**config.mk**
```make
export PLATFORM = sky130hd
export DESIGN_NAME = usr_serial_byte_receiver
export DESIGN_NICKNAME = d
export VERILOG_FILES = /design/src/rtl/usr_serial_byte_receiver.sv
export SDC_FILE = /design/constraint.sdc
export NUM_CORES = 1
export LEC_CHECK = 0
export ABC_AREA = 1
export ABC_CLOCK_PERIOD_IN_PS = 1300
export BUFFER_PORTS_ARGS = -buffer_cell sky130_fd_sc_hd__buf_2
export CORE_UTILIZATION = 53
export DETAILED_ROUTE_END_ITERATION = 7
export PLACE_DENSITY = 0.77
export SKIP_CTS_REPAIR_TIMING = 1
export SLEW_MARGIN = 40
export SYNTH_ARGS = -nofsm -noshare
export SYNTH_HDL_FRONTEND = slang
export SYNTH_SLANG_ARGS = --single-unit
```
**constraint.sdc**
```tcl
create_clock -name Clk_In -period 1.3 [get_ports Clk_In]
set_input_delay 0.065 -clock Clk_In [delete_from_list [all_inputs] [get_ports Clk_In]]
set_output_delay 0.065 -clock Clk_In [all_outputs]
set_load 0.05 [all_outputs]
```
**src/rtl/usr_serial_byte_receiver.sv**
```systemverilog
// Serial-to-parallel receiver for a universal shift register's serial output stream.
// Optional even-parity bit after each word: define USR_RX_PARITY_CHECK_EN.
module usr_serial_byte_receiver #(
  parameter  int DATA_WIDTH = 8,
  localparam int CW         = $clog2(DATA_WIDTH + 1)
) (
  input  logic                  Clk_In,
  input  logic                  Reset_In,
  input  logic                  Start_In,
  input  logic                  Shift_Direction_In,
  input  logic                  Serial_Valid_In,
  input  logic                  Serial_Data_In,
  input  logic                  Data_Ready_In,
  output logic [DATA_WIDTH-1:0] Parallel_Data_Out,
  output logic                  Data_Valid_Out,
  output logic                  Busy_Out,
  output logic [CW-1:0]         Bit_Count_Out,
  output logic                  Overrun_Out,
  output logic                  Parity_Error_Out
);

`ifdef USR_RX_PARITY_CHECK_EN
  typedef enum logic [1:0] {IDLE, RECEIVE, HOLD, PARITY} state_t;
`else
  typedef enum logic [1:0] {IDLE, RECEIVE, HOLD} state_t;
`endif

  state_t                  state, state_next;
  logic                    dir;
  logic [DATA_WIDTH-1:0]   shreg;
  logic [DATA_WIDTH-1:0]   shreg_shifted;
  logic                    bit_take;
  logic                    last_bit;
  logic                    handshake;
  logic                    load_start;
  logic                    word_done;
  logic [DATA_WIDTH-1:0]   word_value;

  // Datapath decode shared by the FSM and the registers.
  always_comb begin
    // NOTE: every always_comb output gets a default first so no path leaves it unassigned (no latch).
    bit_take      = (state == RECEIVE) && Serial_Valid_In;
    shreg_shifted = dir ? {Serial_Data_In, shreg[DATA_WIDTH-1:1]}
                        : {shreg[DATA_WIDTH-2:0], Serial_Data_In};
    last_bit      = bit_take && (Bit_Count_Out == CW'(DATA_WIDTH - 1));
    handshake     = (state == HOLD) && Data_Ready_In;
    load_start    = Start_In && ((state == IDLE) || handshake);
`ifdef USR_RX_PARITY_CHECK_EN
    word_done     = (state == PARITY) && Serial_Valid_In;
    word_value    = shreg;
`else
    word_done     = last_bit;
    word_value    = shreg_shifted;
`endif
  end

  always_comb begin
    state_next = state;
    unique case (state)
      IDLE:    if (Start_In) state_next = RECEIVE;
`ifdef USR_RX_PARITY_CHECK_EN
      RECEIVE: if (last_bit) state_next = PARITY;
      PARITY:  if (Serial_Valid_In) state_next = HOLD;
`else
      RECEIVE: if (last_bit) state_next = HOLD;
`endif
      HOLD:    if (handshake) state_next = Start_In ? RECEIVE : IDLE;
      default: state_next = IDLE;
    endcase
  end

  always_ff @(posedge Clk_In) begin
    // NOTE: sequential state uses non-blocking assignments so every register samples pre-edge values.
    if (Reset_In) state <= IDLE;
    else          state <= state_next;
  end

  // The shift register is reset alongside the output word so a frame never starts from stale bits.
  always_ff @(posedge Clk_In) begin
    if (Reset_In) begin
      dir               <= 1'b0;
      shreg             <= '0;
      Parallel_Data_Out <= '0;
      Data_Valid_Out    <= 1'b0;
      Busy_Out          <= 1'b0;
      Bit_Count_Out     <= '0;
      Overrun_Out       <= 1'b0;
    end else begin
      Busy_Out <= (state_next != IDLE);

      if (load_start) dir <= Shift_Direction_In;
      if (bit_take)   shreg <= shreg_shifted;

      if (load_start || handshake) Bit_Count_Out <= '0;
      else if (bit_take)           Bit_Count_Out <= Bit_Count_Out + CW'(1);

      if (word_done) begin
        Parallel_Data_Out <= word_value;
        Data_Valid_Out    <= 1'b1;
      end else if (handshake) begin
        Data_Valid_Out    <= 1'b0;
      end

      // A bit arriving while a word is still held is lost; remember that until reset.
      if ((state == HOLD) && Serial_Valid_In) Overrun_Out <= 1'b1;
    end
  end

`ifdef USR_RX_PARITY_CHECK_EN
  always_ff @(posedge Clk_In) begin
    if (Reset_In)       Parity_Error_Out <= 1'b0;
    else if (word_done) Parity_Error_Out <= (^shreg) ^ Serial_Data_In;
    else if (handshake) Parity_Error_Out <= 1'b0;
  end
`else
  assign Parity_Error_Out = 1'b0;
`endif

endmodule

```
==> results.md <==
* R2R depth at 5
* Skew-Pair Late Insertion Delay at between 0.3 and 0.4 ns
* Core Region at ~0.002 sq mm
* N_diodes at 0
* Top-area cell type share of the netlist area at 0.448
* Synth-to-Final Area Change at 20.8%
* DR vias at between 1,000 and 1,500
* Yosys reg bits at 26
* RSZ-0062 raised after global routing: false
* CP required at about 1.5 ns
* Layout Cells excl Fill at ~220
* Sw Ratio at 0.255
* Cell count after synthesis at 163
* Comb pwr share at 0.123
* Top cells by area, synth: dfxtp_1 (45%), nand2_1 (13%), o21ai_0 (7.8%)
* Die area at between 0.002 and 0.0025 sq mm
* Hold WC Path Type: in -> reg
* Initial Utilization at 0.580
* Worst setup path endpoint: Parallel_Data_Out[4]$_SDFFE_PP0P_
* # port buffers at 21
* Iter 0 DRT Violations at 33
* Die outline width at approximately 50 microns
* First drt pass iteration count at 4
* Leak Pwr at about 0.65 nW
* First-pass GRT wire length at between 3000 and 4000 microns
* Antenna Nets Post-Route at 0
* Worst vdd ir at 0.706 mV
* Max-slew violation count at 0
* Core Util, Final at 0.701
* Setup tns final at 0 ns
* Main synth FF type: dfxtp_1
* Root Driver: clkbuf_4
* Vias per std cell at about 5
* CTS clk-pin slew, worst paths at 0.15 ns
* # IOs at 23
* Antenna violations before repair at 0
* Routed WL at 2470 microns
* Placed Area at approximately 0.0013 sq mm
* Seq pwr share at 0.553
* FF-to-FF End: Parallel_Data_Out[4]$_SDFFE_PP0P_
* Ys async rst share at 0
* Net Count, Synth at approximately 170
* HPWL Detailed at between 1500 and 2000 microns
* DR WL/cell at 11.3 microns
* Cell Int Power at 1.12 mW
* Most frequent cell after synthesis: nand2_1
* Seq/Total Area, Yosys at 0.448
* Clk pwr share at 0.323
* Design Area, Final at between 0.001 and 0.0015 sq mm
* Largest net degree at the start of global routing at 18
* Synth warn at 0
* FP Rows at 16
* Worst-case clock buffer depth at 2
* Share of cells above drive strength 1 at 0.230
* Global route overflow at 0
* Status: complete, no violations
* Tot GR Track Use at 0.210
* CTS Buf Count at 3
* Syn_area_per_cell at 7.12 sq um
* Total design power at between 1.5 and 2 mW
* Synth top cells by count: nand2_1 (41), dfxtp_1 (26), inv_1 (21), nor2_1 (20), o21ai_0 (18)
* Clock H-tree levels at 1
* Die H at slightly below 50 microns
* Nets at 200
* CP startpoint: state[0]$_SDFF_PP0_
* Post-synth EDFFs at 0
* Worst reg2reg startpoint: state[0]$_SDFF_PP0_
* Critical path startpoint category: register
* Power Density at roughly 1100 mW/mm^2
* Critical path data arrival time at 1.45 ns
* Max FO, Critical Path at 11
* Period utilization at 0.935
* Post-route minimum period at approximately 1.2 ns
* Placed Cells at approximately 210
* Slack of the critical path at between 0.08 and 0.09 ns
* Max Cap Viol at 0
* Synth unique cells at 20
* F_max at just over 800 MHz
* Hold_ws at ~0.0083 ns
* CTS Sinks at 26
* Critical path class: reg -> reg
* Yosys top cell by area: dfxtp_1
* Setup Slack @ Placement at roughly 0.052 ns
* CP endpoint kind: register
* Final Hold Fails at 0
* Post-route DRC at 0
* Final count of negative-setup-slack endpoints at 0
* Synthesized cell area at roughly 0.0012 sq mm
* CTS tree: built
* Reg2Reg Setup Slack at roughly 0.085 ns
* Routability cong. at 0.845
* P_sw at ~0.38 mW
* Vias in the first global route at 918
* Final setup skew at a little over 0.005 ns
## layout by cell type, fill, tap and decap left out
cell / Yosys / final
conb_1: 1 / 1
clkbuf_16: 0 / 1
dlygate4sd3_1: 0 / 2
buf_4: 1 / 6
buf_12: 0 / 1
inv_1: 21 / 21
nor2_2: 0 / 1
dfxtp_4: 0 / 2
o21bai_1: 2 / 2
o21ai_0: 18 / 18
ha_2: 0 / 1
dfxtp_2: 0 / 2
nor2_4: 1 / 1
a21oi_1: 14 / 14
a21oi_2: 1 / 1
dfxtp_1: 26 / 22
nand3_4: 2 / 2
nand3_1: 5 / 5
clkbuf_4: 0 / 3
inv_2: 2 / 2
nor2_1: 20 / 20
buf_2: 2 / 21
nand2_1: 41 / 41
nor3_1: 1 / 1
## final cells by class
type,count,area (sq um)
fill,184,599
sequential,26,531
multi-input combinational,108,514
timing repair buffer,30,190
inverter,23,86.3
clock buffer,4,47.5
tap,27,33.8
## flip-flops by register name, summed over array words and instances, names as in the netlist
name,count
Data_Valid_Out,1
Bit_Count_Out,4
state,2
dir,1
Overrun_Out,1
Busy_Out,1
shreg,8
Parallel_Data_Out,8
## cell families after synthesis
| group | after synthesis | share of synthesized area |
|---|---|---|
| flip-flops | 26 | 0.448 |
| adder cells (fa/ha/maj) | 1 | 0.0108 |
| AND/OR/NAND/NOR | 70 | 0.263 |
| buffers and inverters | 30 | 0.116 |
| other | 1 | 0.00323 |
| AO/OA/AOI/OAI | 35 | 0.158 |
## worst min-delay path by stage
stage | startpoint | to | slack, ns | depth (start not counted)
floorplan | Reset_In | Parallel_Data_Out[7]$_SDFFE_PP0P_ | 0.13 | 1
global placement | Reset_In | Parallel_Data_Out[7]$_SDFFE_PP0P_ | 0.28 | 2
detailed placement | Reset_In | Parallel_Data_Out[7]$_SDFFE_PP0P_ | 0.29 | 2
CTS | Reset_In | Parallel_Data_Out[7]$_SDFFE_PP0P_ | -0.07 | 2
global route | Serial_Valid_In | Overrun_Out$_SDFFE_PP0P_ | 0.01 | 3
finish | Serial_Valid_In | Overrun_Out$_SDFFE_PP0P_ | 0.008 | 3
## worst max-delay path, cell delays in order (launching register included)
cell     delay (ns)
dfxtp_1        0.46
nand3_4        0.17
inv_2          0.20
nand2_1        0.10
nor2_1         0.13
nor2_1         0.07
## layer usage
| metal | global-route usage | part of all wire | wire length, microns |
|---|---|---|---|
| met5 | 0 | 0 | 0 |
| met4 | 0.0735 | 0.013 | 31 |
| met1 | 0.275 | 0.49 | 1200 |
| met2 | 0.343 | 0.45 | 1110 |
| met3 | 0.0436 | 0.049 | 120 |
## power by group through the flow
| stage | logic, mW | registers (mW) | clock network (mW) |
|---|---|---|---|
| after global placement | 0.176 | 0.852 | 0 |
| after floorplan | 0.123 | 0.862 | 0 |
| final | 0.186 | 0.835 | 0.488 |
| after CTS | 0.180 | 0.836 | 0.488 |
| after detailed placement | 0.179 | 0.853 | 0 |
| after global routing | 0.208 | 0.839 | 0.518 |
No activity file was read; power rests on OpenSTA's default activity.
